[config.mk]
export PLATFORM = sky130hd
export DESIGN_NAME = fp_div_seq
export DESIGN_NICKNAME = d
export VERILOG_FILES = /design/src/rtl/fp_div_seq.sv
export SDC_FILE = /design/constraint.sdc
export NUM_CORES = 1
export LEC_CHECK = 0
export CAP_MARGIN = 20
export CORE_MARGIN = 2
export CORE_UTILIZATION = 51
export DETAILED_ROUTE_END_ITERATION = 12
export GPL_ROUTABILITY_DRIVEN = 0
export GPL_TIMING_DRIVEN = 0
export PLACE_DENSITY = 0.78
export SLEW_MARGIN = 20
export SYNTH_ARGS = -nofsm -noshare
export SYNTH_HDL_FRONTEND = slang
export SYNTH_SLANG_ARGS = --single-unit
[constraint.sdc]
create_clock -name clk -period 2.88 [get_ports clk]
set_input_delay 0.864 -clock clk [delete_from_list [all_inputs] [get_ports clk]]
set_output_delay 0.864 -clock clk [all_outputs]
set_load 0.005 [all_outputs]
[src/rtl/fp_div_seq.sv]
// Sequential restoring divider for 31-bit unsigned float magnitudes
// (8-bit exponent, bias 127, 23-bit mantissa). Specials resolve in one
// cycle; normal operands take 25 quotient cycles plus one normalise cycle.
// Results are truncated and flushed to zero on underflow.
module fp_div_seq #(
  parameter int unsigned QBITS = 25
) (
  input  logic        clk,
  input  logic        rst,
  input  logic        start,
  input  logic [30:0] a,
  input  logic [30:0] b,
  output logic        busy,
  output logic        done,
  output logic [30:0] out,
  output logic        err_INF,
  output logic        div0,
  output logic        ovf,
  output logic        unf
);

  localparam int unsigned WW = 31;
  localparam int unsigned EW = 8;
  localparam int unsigned MW = 23;
  localparam int unsigned RW = 26;
  localparam int unsigned DW = 24;
  localparam int unsigned CW = 5;
  localparam int unsigned XW = 10;

  localparam logic [WW-1:0] VAL_NAN = 31'h7FFF_FFFF;
  localparam logic [WW-1:0] VAL_INF = 31'h7F80_0000;
  localparam logic [WW-1:0] VAL_ZERO = 31'h0000_0000;

  typedef enum logic [1:0] {
    S_IDLE = 2'd0,
    S_DIV  = 2'd1,
    S_NORM = 2'd2
  } state_t;

  state_t state_q, state_d;

  logic [WW-1:0]    out_q, out_d;
  logic             busy_q, busy_d;
  logic             done_q, done_d;
  logic             err_q, err_d;
  logic             div0_q, div0_d;
  logic             ovf_q, ovf_d;
  logic             unf_q, unf_d;
  logic [EW-1:0]    ea_q, ea_d;
  logic [EW-1:0]    eb_q, eb_d;
  logic [RW-1:0]    r_q, r_d;
  logic [DW-1:0]    dv_q, dv_d;
  logic [QBITS-1:0] q_q, q_d;
  logic [CW-1:0]    cnt_q, cnt_d;

  // Operand field decode
  logic [EW-1:0] a_exp, b_exp;
  logic [MW-1:0] a_man, b_man;
  logic a_zero, b_zero, a_inf, b_inf, a_nan, b_nan;

  assign a_exp  = a[WW-1:MW];
  assign b_exp  = b[WW-1:MW];
  assign a_man  = a[MW-1:0];
  assign b_man  = b[MW-1:0];
  assign a_zero = (a_exp == '0);
  assign b_zero = (b_exp == '0);
  assign a_inf  = (a_exp == '1) && (a_man == '0);
  assign b_inf  = (b_exp == '1) && (b_man == '0);
  assign a_nan  = (a_exp == '1) && (a_man != '0);
  assign b_nan  = (b_exp == '1) && (b_man != '0);

  // Special-operand resolution, first match wins
  logic          spec_c;
  logic [WW-1:0] spec_out_c;
  logic          spec_err_c;
  logic          spec_div0_c;

  always_comb begin
    spec_c      = 1'b1;
    spec_out_c  = VAL_ZERO;
    spec_err_c  = 1'b0;
    spec_div0_c = 1'b0;
    if (a_nan || b_nan) begin
      spec_out_c = VAL_NAN;
      spec_err_c = 1'b1;
    end else if ((a_inf && b_inf) || (a_zero && b_zero)) begin
      spec_out_c = VAL_NAN;
      spec_err_c = 1'b1;
    end else if (a_inf) begin
      spec_out_c = VAL_INF;
    end else if (b_zero) begin
      spec_out_c  = VAL_INF;
      spec_div0_c = 1'b1;
    end else if (a_zero || b_inf) begin
      spec_out_c = VAL_ZERO;
    end else begin
      spec_c = 1'b0;
    end
  end

  // One restoring step: compare, conditionally subtract, shift
  logic          ge_c;
  logic [RW-1:0] diff_c;

  assign ge_c   = (r_q >= RW'(dv_q));
  assign diff_c = r_q - RW'(dv_q);

  // Normalisation of the finished quotient
  logic signed [XW-1:0] e_c;
  logic [MW-1:0]        mant_c;

  assign e_c    = $signed(XW'(ea_q)) - $signed(XW'(eb_q))
                + (q_q[QBITS-1] ? 10'sd127 : 10'sd126);
  assign mant_c = q_q[QBITS-1] ? q_q[QBITS-2:1] : q_q[MW-1:0];

  // State register
  always_ff @(posedge clk) begin
    if (rst) state_q <= S_IDLE;
    else     state_q <= state_d;
  end

  // Next-state logic
  always_comb begin
    state_d = state_q;
    case (state_q)
      S_IDLE: if (start && !spec_c) state_d = S_DIV;
      S_DIV:  if (cnt_q == CW'(QBITS - 1)) state_d = S_NORM;
      S_NORM: state_d = S_IDLE;
      default: state_d = S_IDLE;
    endcase
  end

  // Datapath and output next values
  always_comb begin
    out_d  = out_q;
    busy_d = busy_q;
    done_d = 1'b0;
    err_d  = err_q;
    div0_d = div0_q;
    ovf_d  = ovf_q;
    unf_d  = unf_q;
    ea_d   = ea_q;
    eb_d   = eb_q;
    r_d    = r_q;
    dv_d   = dv_q;
    q_d    = q_q;
    cnt_d  = cnt_q;
    case (state_q)
      S_IDLE: begin
        if (start) begin
          if (spec_c) begin
            out_d  = spec_out_c;
            err_d  = spec_err_c;
            div0_d = spec_div0_c;
            ovf_d  = 1'b0;
            unf_d  = 1'b0;
            done_d = 1'b1;
          end else begin
            ea_d   = a_exp;
            eb_d   = b_exp;
            r_d    = RW'({1'b1, a_man});
            dv_d   = {1'b1, b_man};
            q_d    = '0;
            cnt_d  = '0;
            busy_d = 1'b1;
          end
        end
      end
      S_DIV: begin
        r_d   = ge_c ? {diff_c[RW-2:0], 1'b0} : {r_q[RW-2:0], 1'b0};
        q_d   = {q_q[QBITS-2:0], ge_c};
        cnt_d = cnt_q + CW'(1);
      end
      S_NORM: begin
        err_d  = 1'b0;
        div0_d = 1'b0;
        ovf_d  = 1'b0;
        unf_d  = 1'b0;
        if (e_c >= 10'sd255) begin
          out_d = VAL_INF;
          ovf_d = 1'b1;
        end else if (e_c <= 10'sd0) begin
          out_d = VAL_ZERO;
          unf_d = 1'b1;
        end else begin
          out_d = {e_c[EW-1:0], mant_c};
        end
        done_d = 1'b1;
        busy_d = 1'b0;
      end
      default: begin
        busy_d = 1'b0;
      end
    endcase
  end

  // Datapath and output registers
  always_ff @(posedge clk) begin
    if (rst) begin
      out_q  <= '0;
      busy_q <= 1'b0;
      done_q <= 1'b0;
      err_q  <= 1'b0;
      div0_q <= 1'b0;
      ovf_q  <= 1'b0;
      unf_q  <= 1'b0;
      ea_q   <= '0;
      eb_q   <= '0;
      r_q    <= '0;
      dv_q   <= '0;
      q_q    <= '0;
      cnt_q  <= '0;
    end else begin
      out_q  <= out_d;
      busy_q <= busy_d;
      done_q <= done_d;
      err_q  <= err_d;
      div0_q <= div0_d;
      ovf_q  <= ovf_d;
      unf_q  <= unf_d;
      ea_q   <= ea_d;
      eb_q   <= eb_d;
      r_q    <= r_d;
      dv_q   <= dv_d;
      q_q    <= q_d;
      cnt_q  <= cnt_d;
    end
  end

  assign out     = out_q;
  assign busy    = busy_q;
  assign done    = done_q;
  assign err_INF = err_q;
  assign div0    = div0_q;
  assign ovf     = ovf_q;
  assign unf     = unf_q;

endmodule

# Word-level counts from Yosys, hierarchy flattened
# Index checks and enable logic that the tools add are counted.
# classes
addsub	4
magnitude_cmp	3
n_eq_ne	10
mux	54
bitwise	2
n_reduce_logical	25
# op_table
cell	count
2-to-1 mux 31 bit	8
2-to-1 mux 26 bit	3
case mux 31 bit (2 select lines)	1
case mux 26 bit (2 select lines)	1
2-to-1 mux 25 bit	2
case mux 25 bit (2 select lines)	1
logical NOT 23 bit	2
nonzero test 23 bit	2
greater-or-equal comparator 26 x 24 -> 1 bit	1
2-to-1 mux 1 bit	25
subtractor 25 x 24 -> 25 bit	1
2-to-1 mux 23 bit	1
equality test 8 bit (second input constant)	2
logical NOT 8 bit	2
case mux 1 bit (2 select lines)	6
AND reduction 3 bit	4
adder 9 x 8 -> 10 bit	1
greater-or-equal comparator 10 x 9 -> 1 bit (second input constant)	1
less-or-equal comparator 10 x 1 -> 1 bit (second input constant)	1
2-to-1 mux 5 bit	2
!= test 2 bit (second input constant)	5
case mux 5 bit (2 select lines)	1
subtractor 8 x 8 -> 9 bit	1
logical AND 1 bit	7
12 further kinds	17
# totals
register_bits	135
input_bits	65
output_inout_bits	37
word_cells	112

# Logic depth before layout (Yosys ltp)
# Gate-level depths: netlist (run 1).
# logic_depth
ltp_word	12
ltp_mapped	14
depth_no_buf	13

# Worst setup path before layout (run 1)
# Ideal clock, no wire load.
# synth_path
kind	register -> register
start	register ea_q[0]
end	register out_q[10], in the netlist out[10]
setup_ps	146
arrival_time_ps	2849
t_required_ps	2734
path_slack_ps	-116
stages_incl_launch_ff	14
path_buffers	1
period_less_slack_ps	2996
path_cell_list	dfxtp_1 inv_1 ha_1 inv_1 fa_1 a211oi_2 nor2_1 xor2_1 nor3_2 mux2i_1 a31oi_2 a211oi_4 buf_6 o32ai_2
# synth_via
elab_chain_len	6
elab_cells_between_ends	7
cone_classes	2 x add/sub; 2 x order compare; 3 x mux
# synth_lines
element	line	text
from (decl)	49	logic [EW-1:0] ea_q, ea_d;
from (signal assigned)	207	ea_q <= '0;
from (signal assigned)	221	ea_q <= ea_d;
subtractor 8 x 8 -> 9 bit (*)	112	assign e_c = $signed(XW'(ea_q)) - $signed(XW'(eb_q))
adder 9 x 8 -> 10 bit (*)	113	+ (q_q[QBITS-1] ? 10'sd127 : 10'sd126);
less-or-equal comparator 10 x 1 -> 1 bit	182	end else if (e_c <= 10'sd0) begin
2-to-1 mux 31 bit	182	
2-to-1 mux 31 bit (*)	179	if (e_c >= 10'sd255) begin
case mux 31 bit (2 select lines) (*)	148	case (state_q)
to (signal assigned)	214	out_q <= out_d;
to (decl)	42	logic [WW-1:0] out_q, out_d;
# Mark *: on every way between the ends. The rest lies on a longest branch, timed or not.
# A chain may end at the register's enable or synchronous reset.

# Worst setup path in the final report (run 1)
# layout_path
start	register ea_q[0]
end	register out_q[14], in the netlist out[14]
# The elaborated chain is that of the path after synthesis.

==> flow_metrics.env, run 1 <==
export IMPL_finalClockSkew_ns=0.0106
export IMPL_drc=0
export IMPL_wirelength_mm=23.1
export IMPL_nFillCells=1198
export IMPL_finalCritPeriodShare_pct=107
export IMPL_critPathSlowestCell="fa_2"
export IMPL_clock_sinks=135
export IMPL_post_route_util_pct=67.8
export IMPL_synth_ff_type="dfxtp_1"
export IMPL_avgViaCountPerCell=6.16
export IMPL_fmax_mhz=325
export IMPL_design_core_area_mm2=0.0151
export IMPL_whs_path_depth=2
export IMPL_min_period_ns=3.08
export IMPL_synth_area_leaders="dfxtp_1 (34%), ha_1 (5.7%), mux2i_1 (5.2%)"
export IMPL_outcome="complete, but fails checks"
export IMPL_place_inst=1184
export IMPL_required_ns=3.16
export IMPL_synth_compound_area_share_pct=29.5
export IMPL_endpoint_kind="register"
export IMPL_synth_seq_cells=135
export IMPL_register_area_mm2=0.00271
export IMPL_nets=1146
export IMPL_synth_seq_area_share_pct=34.4
export IMPL_die_area_mm2=0.0164
export IMPL_r2r_cells=14
export IMPL_ir_drop_v=0.000575
export IMPL_slowest_delay_ns=0.55
export IMPL_grt_max_degree=17
export IMPL_slew_headroom_pct=41.0
export IMPL_synth_top_family_by_area="compound AO/OA/AOI/OAI gates"
export IMPL_syn_to_final_growth_pct=30.9
export IMPL_netlist_area_mm2=0.00785
export IMPL_start_util_pct=51.8
export IMPL_grt_setup_unrepaired="yes"
export IMPL_critPathKind="reg -> reg"
export IMPL_syn_inst=894
export IMPL_grt_pass1_vias=6999
export IMPL_synth_area_leader_cell="dfxtp_1"
export IMPL_synth_mux_area_share_pct=5.37
export IMPL_first_pass_iters=5
export IMPL_postRouteAntennaNets=0
export IMPL_io_pins=102
export IMPL_critical_path_arrival_ns=3.36
export IMPL_vias=7667
export IMPL_syn_nets=997
export IMPL_cp_start_kind="register"
export IMPL_grt_overflow=0
export IMPL_dp_hpwl_mm=16.1
export IMPL_clk_latency_ns=0.44
export IMPL_path_clk_slew_ns=0.06
export IMPL_power_total_uw=7510
export IMPL_finalSetupTns_ns=-4.96
export IMPL_ys_async_sr_fraction_pct=0
export IMPL_core_rowCount=45
export IMPL_synth_xor_area_share_pct=3.52
export IMPL_grt_first_pass_wirelength_mm=35.9
export IMPL_clock_root_buffer="clkbuf_16"
export IMPL_cts_path_max_buffers=2
export IMPL_avgSynthCellArea_um2=8.78
export IMPL_antenna_found_initial=0
export IMPL_post_place_ws_ns=-1.32
export IMPL_fin_cells=1244
export IMPL_drive_above_1_share_pct=17.8
export IMPL_synth_adder_area_share_pct=6.38
export IMPL_track_usage_pct=27.9
export IMPL_htreeDepth=4
export IMPL_worst_slew_pin_slew_ns=0.881
export IMPL_cts_made_buffers=17
export IMPL_final_setup_worst_slack_ns=-0.198
export IMPL_synth_warnings=0
export IMPL_finalHoldViolCount=0
export IMPL_cp_max_fo=10
export IMPL_multi_input_area_mm2=0.00504
export IMPL_power_leakage_uw=0.00377
export IMPL_synth_edf_count=0
export IMPL_crit_chain="inv_2 > ha_4 > inv_2 > fa_2 > inv_2 > ha_4 > xor2_4 > nand3b_1 > maj3_1 > o31ai_2 > a21oi_2 > nand2_2 > buf_6 > o32ai_2"
export IMPL_die_x_um=128
export IMPL_synthDistinctLibCells=83
export IMPL_drv_slew=0
export IMPL_crit_top_cell="inv_2"
export IMPL_die_y_um=128
export IMPL_cts_tree="built"
export IMPL_wl_per_cell_um=18.6
export IMPL_drt_iter0_markers=723
export IMPL_diodes=0
export IMPL_powerDensity_mw_per_mm2=731
export IMPL_io_buffers=101
export IMPL_setup_viol=38
export IMPL_synth_top_area_share_pct=34.4
export IMPL_maxCapViolations=0
export IMPL_synth_simple_gate_area_share_pct=15.3
export IMPL_violations="negative setup slack"
export IMPL_worst_hold_path_type="reg -> reg"
## kinds of logic (layout without fill, tap and decap cells)
group | Yosys count | count (layout)
DFF | 135 | 135
AOI/OAI and AO/OA | 295 | 296
xor gates and xnor gates | 29 | 29
muxes | 42 | 42
buffers and inverters | 102 | 263
and+or+nand+nor | 252 | 252
adders and majority gates | 39 | 39
## cell usage after synthesis (all sizes together), types with 4 or more instances
cell / count
inv: 50
nor2b: 5
mux2i: 41
o21a: 5
xor2: 15
xnor2: 14
a21oi: 81
o32ai: 23
nor4: 15
a22oi: 19
nand3: 8
a21boi: 26
nand4: 15
clkbuf: 39
o211ai: 4
o2bb2ai: 5
buf: 12
a31oi: 10
nor2: 45
o21ai: 20
a22o: 29
and2: 5
a32oi: 6
nor3: 16
nand2b: 10
dfxtp: 135
or2: 6
nand2: 110
o22ai: 19
ha: 36
a211oi: 7
a21o: 11
## area by class of cell
| type | instances | area share, % |
|---|---|---|
| inverters | 51 | 1.86 |
| repair buffers | 132 | 12.4 |
| plain buffers | 48 | 2.72 |
| flip-flops and latches | 135 | 26.3 |
| clock buffers | 19 | 4.31 |
| multi-input cells | 658 | 49.1 |
| well taps | 188 | 2.29 |
| clock inverters | 13 | 0.962 |
## metrics by stage
| stage | hold WS [ns] | instance area [µm²] |
|---|---|---|
| after floorplan | 0.427 | 7890 |
| after global placement | 0.443 | 9140 |
| after detailed placement | 0.446 | 9140 |
| after CTS | 0.454 | 9950 |
| after global routing | 0.472 | 10300 |
| final | 0.453 | 10300 |
## flip-flops by register name, summed over array words and instances (netlist names), 2 cells and up
name     count
eb_q         8
q_q         25
r_q         26
state_q      2
dv_q        24
ea_q         8
out         31
cnt_q        5
## worst paths after layout
check / start / to / slack, ns
hold / removal: dv_q[6]$_SDFFE_PP0P_ / dv_q[6]$_SDFFE_PP0P_ / 0.45
setup reg to reg: ea_q[0]$_SDFFE_PP0P_ / out[14]$_SDFFE_PP0P_ / -0.20
hold reg to reg: dv_q[6]$_SDFFE_PP0P_ / dv_q[6]$_SDFFE_PP0P_ / 0.45
setup / recovery: ea_q[0]$_SDFFE_PP0P_ / out[14]$_SDFFE_PP0P_ / -0.20
## where the power goes
group | total, µW | internal [µW] | leakage, µW | switching (µW)
Clock | 2010 | 1130 | 0.000248 | 888
Combinational | 3400 | 1570 | 0.00243 | 1830
Sequential | 2090 | 1990 | 0.00110 | 105
Total | 7510 | 4690 | 0.00377 | 2820
## placed cells by master, fill, tap and decap left out, types with 5 or more instances in the layout
cell type	n
a21boi_0	17
a21boi_1	8
a21o_1	11
a21oi_1	73
a21oi_2	8
a22o_1	29
a22oi_1	19
a31oi_1	8
and2_1	5
buf_4	25
buf_6	12
clkbuf_1	22
clkbuf_16	17
clkbuf_2	12
clkdlybuf4s50_1	101
clkinvlp_4	6
dfxtp_1	131
ha_1	31
inv_1	46
mux2i_1	39
nand2_1	108
nand2b_1	9
nand3_1	8
nand4_1	15
nor2_1	42
nor3_1	13
nor4_1	11
o21a_1	5
o21ai_0	13
o22ai_1	19
o32ai_2	20
xnor2_1	12
xor2_1	12
## critical path: cells and delay by family (launching register included)
kind	cells	cell delay, ns
compound gates	3	0.52
buf+inv	4	0.37
xor+xnor	1	0.19
simple gates	2	0.26
fa+ha+maj	4	1.27
flops	1	0.32
## what timing repair did
action                                  CTS  global route
cloned                                    4             0
gates resized for setup                  46            63
endpoints found under the setup margin  107           118
pin swaps                                 9            19
hold buffers                              0             0
setup buffers                            11            16
## metal layers
metal / track usage, % / share of wire, % / vias up
met3: 5.26 / 6.0 / 49
met1: 36.2 / 43 / 3689
met4: 9.63 / 2.3 / 0
li1: - / - / 3618
met2: 46.5 / 49 / 311
met5: 0 / 0 / -
(Power assumes the default switching activity.)
==> inputs of run 2 (changes only) <==
--- a/config.mk
+++ b/config.mk
@@ -7,11 +7,11 @@
 export LEC_CHECK = 0
 export CAP_MARGIN = 20
 export CORE_MARGIN = 2
-export CORE_UTILIZATION = 51
+export CORE_UTILIZATION = 60
 export DETAILED_ROUTE_END_ITERATION = 12
 export GPL_ROUTABILITY_DRIVEN = 0
 export GPL_TIMING_DRIVEN = 0
-export PLACE_DENSITY = 0.78
+export PLACE_DENSITY = 0.86
 export SLEW_MARGIN = 20
 export SYNTH_ARGS = -nofsm -noshare
 export SYNTH_HDL_FRONTEND = slang
==> constraint.sdc (replaced) <==
create_clock -name clk -period 3.72 [get_ports clk]
set_input_delay 1.116 -clock clk [delete_from_list [all_inputs] [get_ports clk]]
set_output_delay 1.116 -clock clk [all_outputs]
set_load 0.005 [all_outputs]
==> run 2 against run 1 <==
  * The run now ends clean
  * Routed wire length decreased by 5.4%
  * Flip-flop and latch count unchanged
  * Register-to-register slack improved by 0.46 ns
  * Via count decreased by 0.95%
  * Critical path depth decreased by 3
  * Global-route usage increased by 3.3 points
  * Cell count decreased by 3.6%
==> flow_metrics.env, run 2 (same netlist as run 1, synthesis figures left out) <==
export IMPL_outcome="completed"
export IMPL_endpoint_kind="register"
export IMPL_dp_hpwl_mm=15.8
export IMPL_p_int_uw=3560
export IMPL_critPathSlowestCell="clkdlybuf4s50_1"
export IMPL_wirelength_mm=21.9
export IMPL_diodes=0
export IMPL_post_route_util_pct=76.8
export IMPL_wl_per_cell_um=18.3
export IMPL_core_rowCount=41
export IMPL_cts_tree="built"
export IMPL_finalCritPeriodShare_pct=97.1
export IMPL_start_util_pct=61.9
export IMPL_power_leakage_uw=0.00358
export IMPL_drv_slew=0
export IMPL_die_area_mm2=0.0140
export IMPL_clock_sinks=135
export IMPL_min_period_ns=3.61
export IMPL_design_core_area_mm2=0.0127
export IMPL_die_x_um=118
export IMPL_syn_to_final_growth_pct=24.0
export IMPL_slowest_delay_ns=0.53
export IMPL_critPathKind="in -> reg"
export IMPL_mostFrequentLayoutCells="dfxtp_1 (135), nand2_1 (109), clkdlybuf4s50_1 (101)"
export IMPL_crit_family="buffers and inverters"
export IMPL_clk_latency_ns=0.42
export IMPL_die_y_um=118
export IMPL_fmax_mhz=277
export IMPL_grt_setup_unrepaired="no"
export IMPL_maxCapViolations=0
export IMPL_grt_pass1_vias=7286
export IMPL_worstReg2RegEnd="out[4]$_SDFFE_PP0P_"
export IMPL_timing_critical_path_buf_inv=4
export IMPL_drive_above_1_share_pct=9.35
export IMPL_r2r_start="ea_q[0]$_SDFFE_PP0P_"
export IMPL_finalHoldViolCount=0
export IMPL_combinationalPowerShare_pct=37.8
export IMPL_p_sw_uw=1930
export IMPL_grt_overflow=0
export IMPL_nets=1117
export IMPL_cts_setup_buffers=0
export IMPL_place_area_mm2=0.00907
export IMPL_grt_first_pass_wirelength_mm=35.7
export IMPL_path_clk_slew_ns=0.06
export IMPL_cp_start_kind="primary input"
export IMPL_crit_top_cell="clkbuf_1"
export IMPL_powerDensity_mw_per_mm2=565
export IMPL_power_total_uw=5490
export IMPL_setup_viol=0
export IMPL_io_pins=102
export IMPL_worst_hold_path_type="reg -> reg"
export IMPL_avgViaCountPerCell=6.33
export IMPL_r2r_slack_ns=0.26
export IMPL_largest_reg_flops=31
export IMPL_min_delay_start="dv_q[18]$_SDFFE_PP0P_"
export IMPL_cts_made_buffers=17
export IMPL_r2r_cells=13
export IMPL_finalClockSkew_ns=0.00616
export IMPL_crit_chain="clkdlybuf4s50_1 > nand4_1 > or2_2 > clkbuf_1 > and4_1 > a21oi_1 > or2_2 > clkbuf_1 > clkbuf_1 > a22oi_1 > o22ai_1"
export IMPL_whs_endpoint="dv_q[18]$_SDFFE_PP0P_"
export IMPL_vias=7594
export IMPL_slew_headroom_pct=39.2
export IMPL_cp_max_fo=10
export IMPL_first_pass_iters=5
export IMPL_io_buffers=101
export IMPL_layout_commonest_cell="dfxtp_1"
export IMPL_ctsHoldBuffers=0
export IMPL_postRouteAntennaNets=0
export IMPL_swShare_pct=35.2
export IMPL_seqPwrFrac_pct=29.4
export IMPL_ir_drop_v=0.000405
export IMPL_holdWs_ns=0.455
export IMPL_drc=0
export IMPL_cts_path_max_buffers=2
export IMPL_track_usage_pct=31.2
export IMPL_clock_root_buffer="clkbuf_16"
export IMPL_antenna_found_initial=0
export IMPL_drt_iter0_markers=736
export IMPL_required_ns=4.06
export IMPL_nFillCells=890
export IMPL_htreeDepth=4
export IMPL_critical_path_arrival_ns=3.95
export IMPL_worst_slew_pin_slew_ns=0.901
export IMPL_final_cell_area_mm2=0.00973
export IMPL_pwr_share_clk_pct=32.8
export IMPL_grt_max_degree=17
export IMPL_whs_path_depth=2
-- run 2: cell types whose count changed in the layout (fill, tap and decap cells not counted), moves of 5 or more --
cell / previous run / this run
buf_6: 12 / 4
ha_1: 31 / 36
a21boi_0: 17 / 26
buf_4: 25 / 3
clkbuf_2: 12 / 4
a21oi_1: 73 / 79
clkbuf_1: 22 / 37
a21boi_1: 8 / 0
a21oi_2: 8 / 2
-- run 2: worst max-delay path by stage --
stage	start	endpoint	cells after the start
6_report	a[27]	r_q[5]$_SDFFE_PP0P_	11
5_1_grt	a[27]	r_q[8]$_SDFFE_PP0P_	11
4_1_cts	b[0]	out[4]$_SDFFE_PP0P_	9
3_5_place_dp	a[27]	dv_q[1]$_SDFFE_PP0P_	10
3_3_place_gp	a[27]	dv_q[3]$_SDFFE_PP0P_	10
2_1_floorplan	ea_q[0]$_SDFFE_PP0P_	out[10]$_SDFFE_PP0P_	13
-- run 2: final cells by class --
class / instances / area, µm² / share of cell area, %
inverter: 51 / 191 / 1.97
buffer: 51 / 243 / 2.50
clock buffer: 21 / 460 / 4.73
sequential: 135 / 2700 / 27.8
tap: 172 / 215 / 2.21
timing repair buffer: 101 / 1010 / 10.4
clock inverter: 11 / 170 / 1.75
multi-input combinational: 657 / 4730 / 48.7
-- run 2: metal layers --
| metal | routed length (µm) | track usage, % |
|---|---|---|
| met1 | 9160 | 39.1 |
| met5 | 0 | 0 |
| met4 | 478 | 11.2 |
| met2 | 10700 | 53.3 |
| met3 | 1580 | 6.03 |
-- run 2: timing repair --
action | in CTS | in global routing
resized for setup | 3 | 8
cloned | 0 | 0
hold endpoints to repair | 0 | 0
pin swaps | 0 | 0
setup endpoints to repair | 53 | 43
-- run 2: tightest hold or removal path, stage by stage, from the launching register on --
cell and delay, ns:
dfxtp_1 0.31, nand2_1 0.05, a21oi_1 0.05
-- run 2: power groups by stage --
stage / Clock [µW] / Sequential [µW] / Combinational [µW]
global route: 1870 / 1620 / 2240
CTS: 1800 / 1610 / 2030
detailed placement: 0 / 1640 / 2000
finish: 1800 / 1620 / 2080
global placement: 0 / 1640 / 1970
floorplan: 0 / 1620 / 1570
-- run 2: per-stage QoR --
| stage | setup slack [ns] | setup TNS, ns | instances |
|---|---|---|---|
| 2_1_floorplan | 0.724 | 0 | 894 |
| 3_3_place_gp | -0.625 | -35.71 | 1167 |
| 5_1_grt | 0.00920 | 0 | 1199 |
| 4_1_cts | 0.0164 | 0 | 1199 |
| 6_report | 0.107 | 0 | 1199 |
| 3_5_place_dp | -0.725 | -44.85 | 1167 |
==> inputs of run 3 (changes only) <==
--- a/config.mk
+++ b/config.mk
@@ -6,12 +6,15 @@
 export NUM_CORES = 1
 export LEC_CHECK = 0
 export CAP_MARGIN = 20
+export CORE_ASPECT_RATIO = 1.4
 export CORE_MARGIN = 2
 export CORE_UTILIZATION = 60
 export DETAILED_ROUTE_END_ITERATION = 12
 export GPL_ROUTABILITY_DRIVEN = 0
 export GPL_TIMING_DRIVEN = 0
 export PLACE_DENSITY = 0.86
+export SKIP_CTS_REPAIR_TIMING = 1
+export SKIP_LAST_GASP = 1
 export SLEW_MARGIN = 20
 export SYNTH_ARGS = -nofsm -noshare
 export SYNTH_HDL_FRONTEND = slang
==> run 3 against run 2 <==
  * Sequential power hardly changed
  * Register-to-register slack worse by 0.09 ns
  * Sequential share of layout area grew 0.29 points
  * Die area hardly changed
  * Worst hold slack worse by 0.0023 ns
  * Cell count shrank 1.6%
  * First-iteration DRC count shrank 29%
  * Clock-buffer cell count shrank 4
  * Non-clock buffer count unchanged
  * Critical path depth down 1
==> flow_metrics.env, run 3 (same netlist as run 1, synthesis figures left out) <==
export IMPL_holdWs_ns=0.453
export IMPL_ir_drop_v=0.000374
export IMPL_min_period_ns=3.59
export IMPL_cts_path_max_buffers=2
export IMPL_clock_root_buffer="clkbuf_16"
export IMPL_dp_hpwl_mm=16.3
export IMPL_critPathSlowestCell="nor3_4"
export IMPL_pwr_share_clk_pct=30.3
export IMPL_seqPwrFrac_pct=30.4
export IMPL_required_ns=4.07
export IMPL_endpoint_kind="register"
export IMPL_syn_to_final_growth_pct=22.7
export IMPL_nets=1117
export IMPL_first_pass_iters=5
export IMPL_swShare_pct=38.2
export IMPL_combinationalPowerShare_pct=39.3
export IMPL_antenna_found_initial=0
export IMPL_slew_headroom_pct=32.2
export IMPL_clk_latency_ns=0.43
export IMPL_outcome="completed"
export IMPL_drive_above_1_share_pct=9.35
export IMPL_crit_chain="clkdlybuf4s50_1 > nand4_1 > or2_2 > clkbuf_1 > nand4_1 > nor3_4 > buf_2 > buf_1 > nand2_1 > a21oi_1"
export IMPL_grt_setup_unrepaired="no"
export IMPL_critical_path_arrival_ns=3.94
export IMPL_cp_max_fo=10
export IMPL_io_pins=102
export IMPL_cts_tree="built"
export IMPL_power_leakage_uw=0.00355
export IMPL_vias=7481
export IMPL_track_usage_pct=31.7
export IMPL_io_buffers=101
export IMPL_wirelength_mm=22.1
export IMPL_maxCapViolations=0
export IMPL_avgViaCountPerCell=6.34
export IMPL_finalCritPeriodShare_pct=96.4
export IMPL_worst_slew_pin_slew_ns=1.00
export IMPL_core_rowCount=49
export IMPL_die_y_um=139
export IMPL_clock_sinks=135
export IMPL_path_clk_slew_ns=0.06
export IMPL_p_int_uw=3280
export IMPL_wl_per_cell_um=18.7
export IMPL_critPathKind="in -> reg"
export IMPL_crit_top_cell="nand4_1"
export IMPL_grt_overflow=0
export IMPL_start_util_pct=61.2
export IMPL_postRouteAntennaNets=0
export IMPL_mostFrequentLayoutCells="dfxtp_1 (135), nand2_1 (109), clkdlybuf4s50_1 (101)"
export IMPL_worst_hold_path_type="reg -> reg"
export IMPL_drt_iter0_markers=523
export IMPL_setup_viol=0
export IMPL_p_sw_uw=2030
export IMPL_powerDensity_mw_per_mm2=552
export IMPL_slowest_delay_ns=0.49
export IMPL_grt_pass1_vias=7406
export IMPL_cp_start_kind="primary input"
export IMPL_finalHoldViolCount=0
export IMPL_fmax_mhz=279
export IMPL_design_core_area_mm2=0.0128
export IMPL_drv_slew=0
export IMPL_post_place_ws_ns=-0.617
export IMPL_drc=0
export IMPL_finalClockSkew_ns=0.00616
export IMPL_layout_commonest_cell="dfxtp_1"
export IMPL_diodes=0
export IMPL_grt_first_pass_wirelength_mm=35.4
export IMPL_final_setup_worst_slack_ns=0.134
export IMPL_die_area_mm2=0.0140
export IMPL_largest_reg_flops=31
export IMPL_grt_max_degree=17
export IMPL_die_x_um=101
export IMPL_cts_made_buffers=17
export IMPL_htreeDepth=4
export IMPL_finalSetupTns_ns=0
run 3: changes by cell type in the layout (fill, tap and decap cells not counted), sizes merged:
cell,previous run,this run
clkbuf,60,55
clkinv,3,5
inv,52,60
clkinvlp,3,1
bufinv,4,0
buf,12,13
run 3: cell type report:
class	instances	area, µm²
sequential	135	2700
multi-input combinational	657	4730
clock buffer	17	425
inverter	51	191
clock inverter	15	130
buffer	51	240
timing repair buffer	101	1010
fill	944	3190
tap	153	191
run 3: metal layers:
layer | track usage (%) | vias up | wire [µm]
li1 | - | 3548 | -
met1 | 34.0 | 3540 | 8230
met3 | 6.13 | 85 | 1240
met4 | 19.0 | 0 | 1170
met2 | 56.4 | 308 | 11500
met5 | 0 | - | 0
run 3: worst paths after layout:
kind	start	to	slack, ns	depth (start not counted)
min reg2reg	dv_q[8]$_SDFFE_PP0P_	dv_q[8]$_SDFFE_PP0P_	0.45	2
max	a[29]	eb_q[7]$_SDFFE_PP0P_	0.13	10
max reg2reg	r_q[0]$_SDFFE_PP0P_	r_q[14]$_SDFFE_PP0P_	0.17	12
min	dv_q[8]$_SDFFE_PP0P_	dv_q[8]$_SDFFE_PP0P_	0.45	2
run 3: stage by stage:
stage,std cells,instance area (µm²),utilization (%),total power [µW]
after floorplan,894,7850,-,3190
after global placement,1148,9050,70.6,3620
after detailed placement,1148,9050,70.6,3660
after CTS,1180,9610,75.0,5260
after global routing,1180,9630,75.1,5530
final,1180,9630,75.1,5310
run 3: critical path, delay by kind of cell:
kind	cells	cell delay, ns
AOI/OAI and AO/OA	1	0.15
buffers and inverters	4	1.50
and+or+nand+nor	5	1.15
run 3: power groups by stage:
stage | clock, µW | combinational (µW) | sequential [µW]
floorplan | 0 | 1570 | 1620
global placement | 0 | 1990 | 1640
detailed placement | 0 | 2020 | 1640
CTS | 1600 | 2050 | 1610
global route | 1670 | 2240 | 1620
finish | 1610 | 2090 | 1610
